[src/rtl/muldiv_sequencer.sv]
// muldiv_sequencer
//   Iterative MULT/MULTU/DIV/DIVU unit for the EX stage. One shift-add
//   (multiply) or shift-subtract (divide) step per cycle, REG_SIZE steps per
//   operation. The single 32-bit add/subtract of each step is done by the
//   shared EX-stage ALU, which this block borrows while iterating; shifts,
//   carry/borrow and the final sign fix-up are done locally. Owns HI/LO.
//
// Handshake: i_start is honoured only in IDLE. o_stall rises combinationally
//   with that i_start and stays high until the cycle in which o_done pulses;
//   o_done is a one-cycle pulse and HI/LO are valid from that cycle on.
//   i_start outside IDLE is ignored.
//
// Ports
//   i_clk, i_reset       clock (rising edge), asynchronous active-low reset
//   i_start, i_op        start pulse; 00 MULT, 01 MULTU, 10 DIV, 11 DIVU
//   i_A, i_B             multiplicand/dividend, multiplier/divisor
//   i_alu_result         shared ALU result for o_alu_A/o_alu_B/o_alu_ctrl
//   o_alu_sel            1 while the sequencer owns the ALU operands
//   o_alu_A, o_alu_B     ALU operands (0 when not owned)
//   o_alu_ctrl           4'h3 ADD, 4'h4 SUB (0 when not owned)
//   o_stall              freeze IF/ID/EX
//   o_done               one-cycle completion pulse
//   o_div0               sticky divide-by-zero flag, cleared on next start
//   o_hi, o_lo           HI/LO registers
//   o_state              current FSM state, for debug visibility
module muldiv_sequencer #(
    parameter int REG_SIZE      = 32,
    parameter int ALU_CTRL_SIZE = 4
) (
    input  logic                     i_clk,
    input  logic                     i_reset,
    input  logic                     i_start,
    input  logic [1:0]               i_op,
    input  logic [REG_SIZE-1:0]      i_A,
    input  logic [REG_SIZE-1:0]      i_B,
    input  logic [REG_SIZE-1:0]      i_alu_result,
    output logic                     o_alu_sel,
    output logic [REG_SIZE-1:0]      o_alu_A,
    output logic [REG_SIZE-1:0]      o_alu_B,
    output logic [ALU_CTRL_SIZE-1:0] o_alu_ctrl,
    output logic                     o_stall,
    output logic                     o_done,
    output logic                     o_div0,
    output logic [REG_SIZE-1:0]      o_hi,
    output logic [REG_SIZE-1:0]      o_lo,
    output logic [1:0]               o_state
);

    localparam int CW = $clog2(REG_SIZE);
    localparam logic [CW-1:0] LAST = CW'(REG_SIZE - 1);
    localparam logic [ALU_CTRL_SIZE-1:0] ALU_ADD = ALU_CTRL_SIZE'(3);
    localparam logic [ALU_CTRL_SIZE-1:0] ALU_SUB = ALU_CTRL_SIZE'(4);

    typedef enum logic [1:0] {
        IDLE = 2'd0,
        ITER = 2'd1,
        FIX  = 2'd2
    } state_t;

    state_t                state_q, state_d;
    logic [CW-1:0]         cnt_q, cnt_d;
    logic                  is_div_q, is_div_d;   // op class of the latched op
    logic                  sa_q, sa_d, sb_q, sb_d; // operand signs (0 for unsigned ops)
    logic                  dz_q, dz_d;           // pending divide-by-zero
    logic [REG_SIZE-1:0]   wh_q, wh_d;           // multiply: hi  / divide: R
    logic [REG_SIZE-1:0]   wl_q, wl_d;           // multiply: lo  / divide: Q
    logic [REG_SIZE-1:0]   m_q, m_d;             // multiply: M   / divide: D
    logic [REG_SIZE-1:0]   alat_q, alat_d;       // raw i_A, reported as HI on divide-by-zero
    logic [REG_SIZE-1:0]   hi_q, hi_d, lo_q, lo_d;
    logic                  done_q, done_d;
    logic                  div0_q, div0_d;

    // Divide step: remainder shifted left with the next dividend bit.
    logic [REG_SIZE-1:0]   rs;
    assign rs = {wh_q[REG_SIZE-2:0], wl_q[REG_SIZE-1]};

    // ALU operand drive depends on registered state only, so the external
    // ALU result never feeds back into these outputs.
    always_comb begin
        o_alu_sel  = 1'b0;
        o_alu_A    = '0;
        o_alu_B    = '0;
        o_alu_ctrl = '0;
        if (state_q == ITER) begin
            o_alu_sel = 1'b1;
            if (!is_div_q) begin
                o_alu_A    = wh_q;
                o_alu_B    = m_q;
                o_alu_ctrl = ALU_ADD;
            end else begin
                o_alu_A    = rs;
                o_alu_B    = m_q;
                o_alu_ctrl = ALU_SUB;
            end
        end
    end

    always_comb begin
        logic                  sgn;
        logic [REG_SIZE-1:0]   mag_a, mag_b;
        logic                  carry, ge;
        logic [2*REG_SIZE-1:0] prod;
        logic [REG_SIZE-1:0]   q_fix, r_fix;

        state_d  = state_q;
        cnt_d    = cnt_q;
        is_div_d = is_div_q;
        sa_d     = sa_q;
        sb_d     = sb_q;
        dz_d     = dz_q;
        wh_d     = wh_q;
        wl_d     = wl_q;
        m_d      = m_q;
        alat_d   = alat_q;
        hi_d     = hi_q;
        lo_d     = lo_q;
        done_d   = 1'b0;
        div0_d   = div0_q;
        sgn      = 1'b0;
        mag_a    = '0;
        mag_b    = '0;
        carry    = 1'b0;
        ge       = 1'b0;
        prod     = '0;
        q_fix    = '0;
        r_fix    = '0;

        case (state_q)
            IDLE: begin
                if (i_start) begin
                    sgn      = ~i_op[0];
                    sa_d     = sgn & i_A[REG_SIZE-1];
                    sb_d     = sgn & i_B[REG_SIZE-1];
                    // -2^31 maps to 2^31, which is fine as an unsigned magnitude.
                    mag_a    = sa_d ? (~i_A + 1'b1) : i_A;
                    mag_b    = sb_d ? (~i_B + 1'b1) : i_B;
                    is_div_d = i_op[1];
                    wh_d     = '0;
                    wl_d     = i_op[1] ? mag_a : mag_b;
                    m_d      = i_op[1] ? mag_b : mag_a;
                    alat_d   = i_A;
                    cnt_d    = '0;
                    div0_d   = 1'b0;
                    dz_d     = i_op[1] && (i_B == '0);
                    state_d  = dz_d ? FIX : ITER;
                end
            end
            ITER: begin
                if (!is_div_q) begin
                    if (wl_q[0]) begin
                        carry = (i_alu_result < wh_q);
                        wh_d  = {carry, i_alu_result[REG_SIZE-1:1]};
                        wl_d  = {i_alu_result[0], wl_q[REG_SIZE-1:1]};
                    end else begin
                        wh_d  = {1'b0, wh_q[REG_SIZE-1:1]};
                        wl_d  = {wh_q[0], wl_q[REG_SIZE-1:1]};
                    end
                end else begin
                    // A set msb means the shifted remainder exceeds 32 bits,
                    // so it is certainly >= D.
                    ge   = wh_q[REG_SIZE-1] | (rs >= m_q);
                    wh_d = ge ? i_alu_result : rs;
                    wl_d = {wl_q[REG_SIZE-2:0], ge};
                end
                cnt_d = cnt_q + 1'b1;
                if (cnt_q == LAST) begin
                    state_d = FIX;
                end
            end
            FIX: begin
                if (dz_q) begin
                    hi_d   = alat_q;
                    lo_d   = '1;
                    div0_d = 1'b1;
                end else if (!is_div_q) begin
                    prod = {wh_q, wl_q};
                    if (sa_q ^ sb_q) begin
                        prod = ~prod + 1'b1;
                    end
                    hi_d = prod[2*REG_SIZE-1:REG_SIZE];
                    lo_d = prod[REG_SIZE-1:0];
                end else begin
                    q_fix = (sa_q ^ sb_q) ? (~wl_q + 1'b1) : wl_q;
                    r_fix = sa_q ? (~wh_q + 1'b1) : wh_q;
                    hi_d  = r_fix;
                    lo_d  = q_fix;
                end
                dz_d    = 1'b0;
                done_d  = 1'b1;
                state_d = IDLE;
            end
            default: state_d = IDLE;
        endcase
    end

    always_ff @(posedge i_clk or negedge i_reset) begin
        if (!i_reset) begin
            state_q  <= IDLE;
            cnt_q    <= '0;
            is_div_q <= 1'b0;
            sa_q     <= 1'b0;
            sb_q     <= 1'b0;
            dz_q     <= 1'b0;
            wh_q     <= '0;
            wl_q     <= '0;
            m_q      <= '0;
            alat_q   <= '0;
            hi_q     <= '0;
            lo_q     <= '0;
            done_q   <= 1'b0;
            div0_q   <= 1'b0;
        end else begin
            state_q  <= state_d;
            cnt_q    <= cnt_d;
            is_div_q <= is_div_d;
            sa_q     <= sa_d;
            sb_q     <= sb_d;
            dz_q     <= dz_d;
            wh_q     <= wh_d;
            wl_q     <= wl_d;
            m_q      <= m_d;
            alat_q   <= alat_d;
            hi_q     <= hi_d;
            lo_q     <= lo_d;
            done_q   <= done_d;
            div0_q   <= div0_d;
        end
    end

    assign o_stall = (state_q != IDLE) || i_start;
    assign o_done  = done_q;
    assign o_div0  = div0_q;
    assign o_hi    = hi_q;
    assign o_lo    = lo_q;
    assign o_state = state_q;

endmodule

[config.mk]
export PLATFORM = sky130hd
export DESIGN_NAME = muldiv_sequencer
export DESIGN_NICKNAME = d
export VERILOG_FILES = /design/src/rtl/muldiv_sequencer.sv
export SDC_FILE = /design/constraint.sdc
export NUM_CORES = 1
export LEC_CHECK = 0
export ABC_AREA = 0
export BUFFER_PORTS_ARGS = -buffer_cell sky130_fd_sc_hd__buf_2
export CAP_MARGIN = 20
export CORE_MARGIN = 2
export CORE_UTILIZATION = 55
export DETAILED_ROUTE_END_ITERATION = 16
export HOLD_SLACK_MARGIN = 0.08
export PLACE_DENSITY_LB_ADDON = 0.08
export REMOVE_ABC_BUFFERS = 1
export SYNTH_ARGS = -nofsm -noshare
export SYNTH_HDL_FRONTEND = slang
export SYNTH_SLANG_ARGS = --single-unit
[constraint.sdc]
create_clock -name i_clk -period 3 [get_ports i_clk]
set_input_delay 0 -clock i_clk [delete_from_list [all_inputs] [get_ports i_clk]]
set_output_delay 0 -clock i_clk [all_outputs]
set_load 0.01 [all_outputs]
## Yosys cells after proc, flatten, opt, wreduce, memory -nomap -nowiden

Cells that the tools add are included.

- Register bits after elaboration: 205
- Output and inout bits: 138
- Word-level logic and storage cells: 88

- Add/sub/neg operators: 6
- Order comparisons: 2
- Eq/ne operators: 6
- Multiplexer cells: 38
- Bitwise logic cells: 10
- Reductions and logical operators: 12

Operators by type and width:

| operator | count |
|---|---|
| $mux 32 | 20 |
| $add 32x1->32 const B | 4 |
| $not 32->32 | 4 |
| $pmux 32 s2 | 2 |
| $add 64x1->64 const B | 1 |
| $mux 64 | 1 |
| $not 64->64 | 1 |
| $ge 32x32->1 | 1 |
| $logic_not 32->1 | 1 |
| $lt 32x32->1 | 1 |
| $pmux 5 s2 | 1 |
| $reduce_and 2->1 | 4 |
| $mux 2 | 3 |
| $mux 3 | 2 |
| $reduce_bool 2->1 | 3 |
| $add 5x1->5 const B | 1 |
| $eq 5x5->1 const B | 1 |
| $mux 1 | 5 |
| $mux 5 | 1 |
| $ne 2x2->1 const B | 2 |
| $pmux 1 s2 | 2 |
| $pmux 2 s2 | 1 |
| $reduce_and 3->1 | 1 |
| $and 1x1->1 | 2 |
| other kinds (9) | 9 |

## Longest topological paths before layout

- Word-level depth: 6
- Mapped depth: 10
- Depth with buffers taken out: 9

## Worst setup path after synthesis

No wires, ideal clock.

- Kind: reg2reg
- Start: reg wh_q[27]
- End: reg wh_q[23]
- Library setup time: 0.134 ns
- Arrival time: 2.472 ns
- Path slack: 0.394 ns
- Cell stages (with the launch flop): 10
- Buffers on the path: 1
- Period minus slack after synthesis: 2.606 ns
- Path through: dfrtp_1 ha_1 nand4_1 nor4_1 a2111oi_0 o2111ai_1 a31oi_1 buf_2 mux2i_1 o21ai_0

- Cells in the longest elaborated chain, start to end: 5

Ends and longest elaborated chain:

| item | line | RTL |
|---|---|---|
| from (decl) | 65 | `logic [REG_SIZE-1:0] wh_q, wh_d;` |
| from (signal assigned) | 219 | `wh_q <= wh_d;` |
| $ge 32x32->1 | 161 | `ge = wh_q[REG_SIZE-1] \| (rs >= m_q);` |
| $or 1x1->1 | 161 |  |
| $mux 32 | 162 | `wh_d = ge ? i_alu_result : rs;` |
| $mux 32 | 149 | `if (!is_div_q) begin` |
| $pmux 32 s2 | 128 | `case (state_q)` |

No other way between the ends.
A chain may end at the register's enable or synchronous reset.

## Worst setup path in the final report

- Start: in i_B[6]
- End: reg wl_q[19]

- Cells in the longest elaborated chain, start to end: 6

Ends and longest elaborated chain:

| item | line | RTL |
|---|---|---|
| from (decl) | 35 | `input logic [REG_SIZE-1:0] i_B,` |
| $not 32->32 | 136 | `mag_b = sb_d ? (~i_B + 1'b1) : i_B;` |
| $add 32x1->32 | 136 |  |
| $mux 32 | 136 |  |
| $mux 32 | 139 | `wl_d = i_op[1] ? mag_a : mag_b;` |
| $mux 32 | 130 | `if (i_start) begin` |
| $pmux 32 s2 | 128 |  |
| to (signal assigned) | 220 | `wl_q <= wl_d;` |
| to (decl) | 66 | `logic [REG_SIZE-1:0] wl_q, wl_d;` |

No other way between the ends. The select of a mux whose other input is x is not followed.

==> impl_metrics.ini <==
[run_status]
outcome = finished, final reports clean

[clocking]
cts_buffer_depth = 3
clockRootBuffer = clkbuf_16
clock_latency_ps = 530
cts_buffers = 25
cts_tree = built
cts.sinks = 205
htreeDepth = 1
clkTransAtPathRegs_ps = 60

[sta]
worst_pin_slew_ps = 994.5
setup_violations = 0
setup_tns_ps = 0
slew_violations = 0
finalHoldViolations = 0
finClkSkew_ps = 11.48
fin_crit_ps = 2895
fmax_mhz = 345.4
max_slew_margin_pct = 33.09
period_share_pct = 96.50

[layout]
syn_to_final_growth_pct = 26.59
nFillCells = 2229
fin_util_pct = 70.34
fin_nets = 2356
layout-drive-gt1-share_pct = 18.97

[global_route]
grt_pass1_wl_um = 85080
grt_max_degree = 102
grt-ovfl-total = 0
antenna_found_initial = 0
grt_usage_pct = 38.16
first_global_vias = 14993

[synthesis]
ys.warnings.count = 0
synth_cell_types = 69
synthesis.instances = 1848
synth-edff-count = 0
synth_top_area_share_pct = 34.45
ys_ff_latch = 205
ys_top_cells_by_area = dfrtp_1 (34%), mux2i_1 (8.1%), o21ai_0 (6.4%)
synth_area_leader_cell = dfrtp_1
ys_async_sr_fraction_pct = 100.0
synth_ff_type = dfrtp_1
syn_avg_cell_area_um2 = 8.058
synth_area_um2 = 14890
seq_area_frac_synth_pct = 34.45

[floorplan]
die_area_um2 = 28410
initial_utilization_pct = 55.56
io_pins = 239
coreArea_um2 = 26800
core.rowCount = 60
die_w_um = 168.5
die_h_um = 168.5

[route]
drt_iter0_drc = 1858
vias_per_cell = 6.180
post-route-drc-count = 0
vias = 15735
antenna_left = 0
dr.pass1.iters = 7
wl_um = 55750
wl_per_cell_um = 21.90

[pwr]
p_leak_nw = 9.001
powerDensity_nw_per_um2 = 1061
ir_drop_mv = 0.8496

[place]
gp_congestion = 0.9922
port_buffers = 237
hpwl_um = 40400

[worst_hold_path]
hold_class = input port to register

[setup_path]
crit_path_start_kind = input port
critPathKind = input port to register
worstPathRequired_ps = 3380
cp_slowest_stage_delay_ps = 700
cp_num_buf_inv = 4
worst_ep_arrival_time_ps = 3280
cp_common_cell = dlygate4sd3_1
critPathMaxFanout = 7
path_cells = dlygate4sd3_1 > buf_2 > nor4_1 > nand4b_2 > buf_4 > o41ai_1 > xor2_1 > dlygate4sd3_1 > o221ai_1
cp-end-kind = register
slowest_stage = nor4_1
crit_family = buffers and inverters

[job]
maxCapViolations = 0
[layout make-up]
type	count	area (µm²)	share of cell area, %
antenna	1	2.502	0.01327
clock buffer	36	716.9	3.803
clock inverter	9	147.6	0.7832
inverter	81	304.0	1.613
multi-input combinational	1426	9000	47.74
sequential	205	5136	27.25
tap	341	426.7	2.263
timing repair buffer	447	3117	16.53
[logic make-up (layout without fill, tap and decap cells)]
logic type | count (synthesis) | in the layout | synth area share [%]
DFF | 205 | 205 | 34.45
xor gates and xnor gates | 119 | 119 | 6.999
muxes | 132 | 132 | 8.966
and+or+nand+nor | 627 | 627 | 18.62
adders and majority gates | 69 | 69 | 5.798
buffers and inverters | 217 | 573 | 5.554
other | 1 | 2 | 0.02518
AOI/OAI and AO/OA | 478 | 478 | 19.59
[power breakdown]
part | leakage, nW | switching, mW | total (mW) | internal, mW
Clock | 0.423 | 1.24 | 3.24 | 1.99
Sequential | 2.64 | 1.16 | 5.00 | 3.84
Combinational | 5.94 | 6.86 | 11.8 | 4.90
Total | 9.00 | 9.26 | 20.0 | 10.7
[stage by stage]
| stage | power, mW | instance area [µm²] | hold WS (ps) | cells | setup WS (ps) |
|---|---|---|---|---|---|
| 3_5_place_dp | 15.98 | 16820 | 173.0 | 2390 | 79.68 |
| 4_1_cts | 19.40 | 18740 | 92.90 | 2540 | 35.90 |
| 2_1_floorplan | 11.50 | 14370 | -295.6 | 1712 | -2801 |
| 5_1_grt | 21.26 | 18850 | 128.6 | 2545 | -3.370 |
| 3_3_place_gp | 15.76 | 16820 | 166.5 | 2390 | 81.15 |
| 6_report | 20.01 | 18850 | 103.5 | 2546 | 105.1 |
[placed cells by master, fill, tap and decap left out, types with 5 or more instances in the layout]
cell type	Yosys	routed
nand2_1	251	250
buf_2	4	236
dfrtp_1	205	202
nor2_1	198	195
o21ai_0	189	189
a21oi_1	128	128
mux2i_1	121	121
dlygate4sd3_1	0	105
buf_4	2	98
inv_1	80	80
xnor2_1	69	69
ha_1	69	69
xor2_1	50	50
nor3_1	41	41
nand3_1	34	34
a22oi_1	32	32
clkbuf_16	0	26
o31ai_1	24	24
nor4_1	19	19
and3_1	16	16
nand4_1	15	15
mux2_2	11	11
or4_1	10	10
o41ai_1	9	9
a31oi_1	9	8
a211oi_1	8	8
o211ai_1	8	8
o221ai_1	8	8
or3_1	7	7
nand2b_1	9	7
a221o_1	7	7
nor2b_1	6	6
a222oi_1	6	6
clkbuf_8	0	6
clkbuf_1	113	6
a21o_1	5	5
a41oi_1	5	5
[timing repair]
action                     in CTS  in global routing
buffers inserted                0                  3
resized for setup               0                  9
hold buffers                  105                  0
setup endpoints to repair       0                 36
hold endpoints to repair      217                  0
[routing by layer]
layer	wire length, µm	vias up	track usage (%)
li1	-	7175	-
met1	23350	7625	51.89
met2	26150	824	63.11
met3	4468	111	5.074
met4	1777	0	12.93
met5	0	-	0
[sequential cells by signal, summed over array words and instances, names as in the netlist]
signal,cells
o_state,2
sa_q,1
alat_q,32
is_div_q,1
m_q,32
cnt_q,5
o_div0,1
dz_q,1
o_done,1
o_hi,32
wl_q,32
sb_q,1
o_lo,32
wh_q,32
[worst min-delay path: stages]
cell	delay, ps
buf_2	180
xnor2_1	160
a21oi_1	90
o21ai_0	140
[cell usage after synthesis, drive strengths merged (3+ instances only)]
| cell | instances |
|---|---|
| a2111oi | 4 |
| a211o | 3 |
| a211oi | 8 |
| a21o | 5 |
| a21oi | 128 |
| a221o | 7 |
| a221oi | 4 |
| a222oi | 6 |
| a22o | 4 |
| a22oi | 32 |
| a31oi | 9 |
| a41oi | 5 |
| and2 | 4 |
| and3 | 16 |
| buf | 23 |
| clkbuf | 113 |
| dfrtp | 205 |
| ha | 69 |
| inv | 81 |
| mux2 | 11 |
| mux2i | 121 |
| nand2 | 251 |
| nand2b | 9 |
| nand3 | 34 |
| nand4 | 15 |
| nor2 | 198 |
| nor2b | 6 |
| nor3 | 42 |
| nor4 | 19 |
| nor4b | 3 |
| o211ai | 8 |
| o21a | 3 |
| o21ai | 190 |
| o221ai | 8 |
| o22a | 4 |
| o31ai | 24 |
| o41ai | 11 |
| or2 | 5 |
| or3 | 8 |
| or4 | 10 |
| xnor2 | 69 |
| xor2 | 50 |
[worst paths after layout]
path / end / cells past startpoint / slack [ps] / start
max: wl_q[19]$_DFFE_PN0P_ / 9 / 110 / i_B[6]
min: m_q[24]$_DFFE_PN0P_ / 4 / 100 / i_B[24]
max reg2reg: wh_q[31]$_DFFE_PN0P_ / 12 / 160 / m_q[29]$_DFFE_PN0P_
min reg2reg: o_lo[0]$_DFFE_PN0P_ / 2 / 470 / o_lo[0]$_DFFE_PN0P_
max in group asynchronous: dz_q$_DFFE_PN0P_ / 3 / 1950 / i_reset
min in group asynchronous: wh_q[20]$_DFFE_PN0P_ / 2 / 150 / i_reset
No activity file was read; power rests on OpenSTA's default activity.
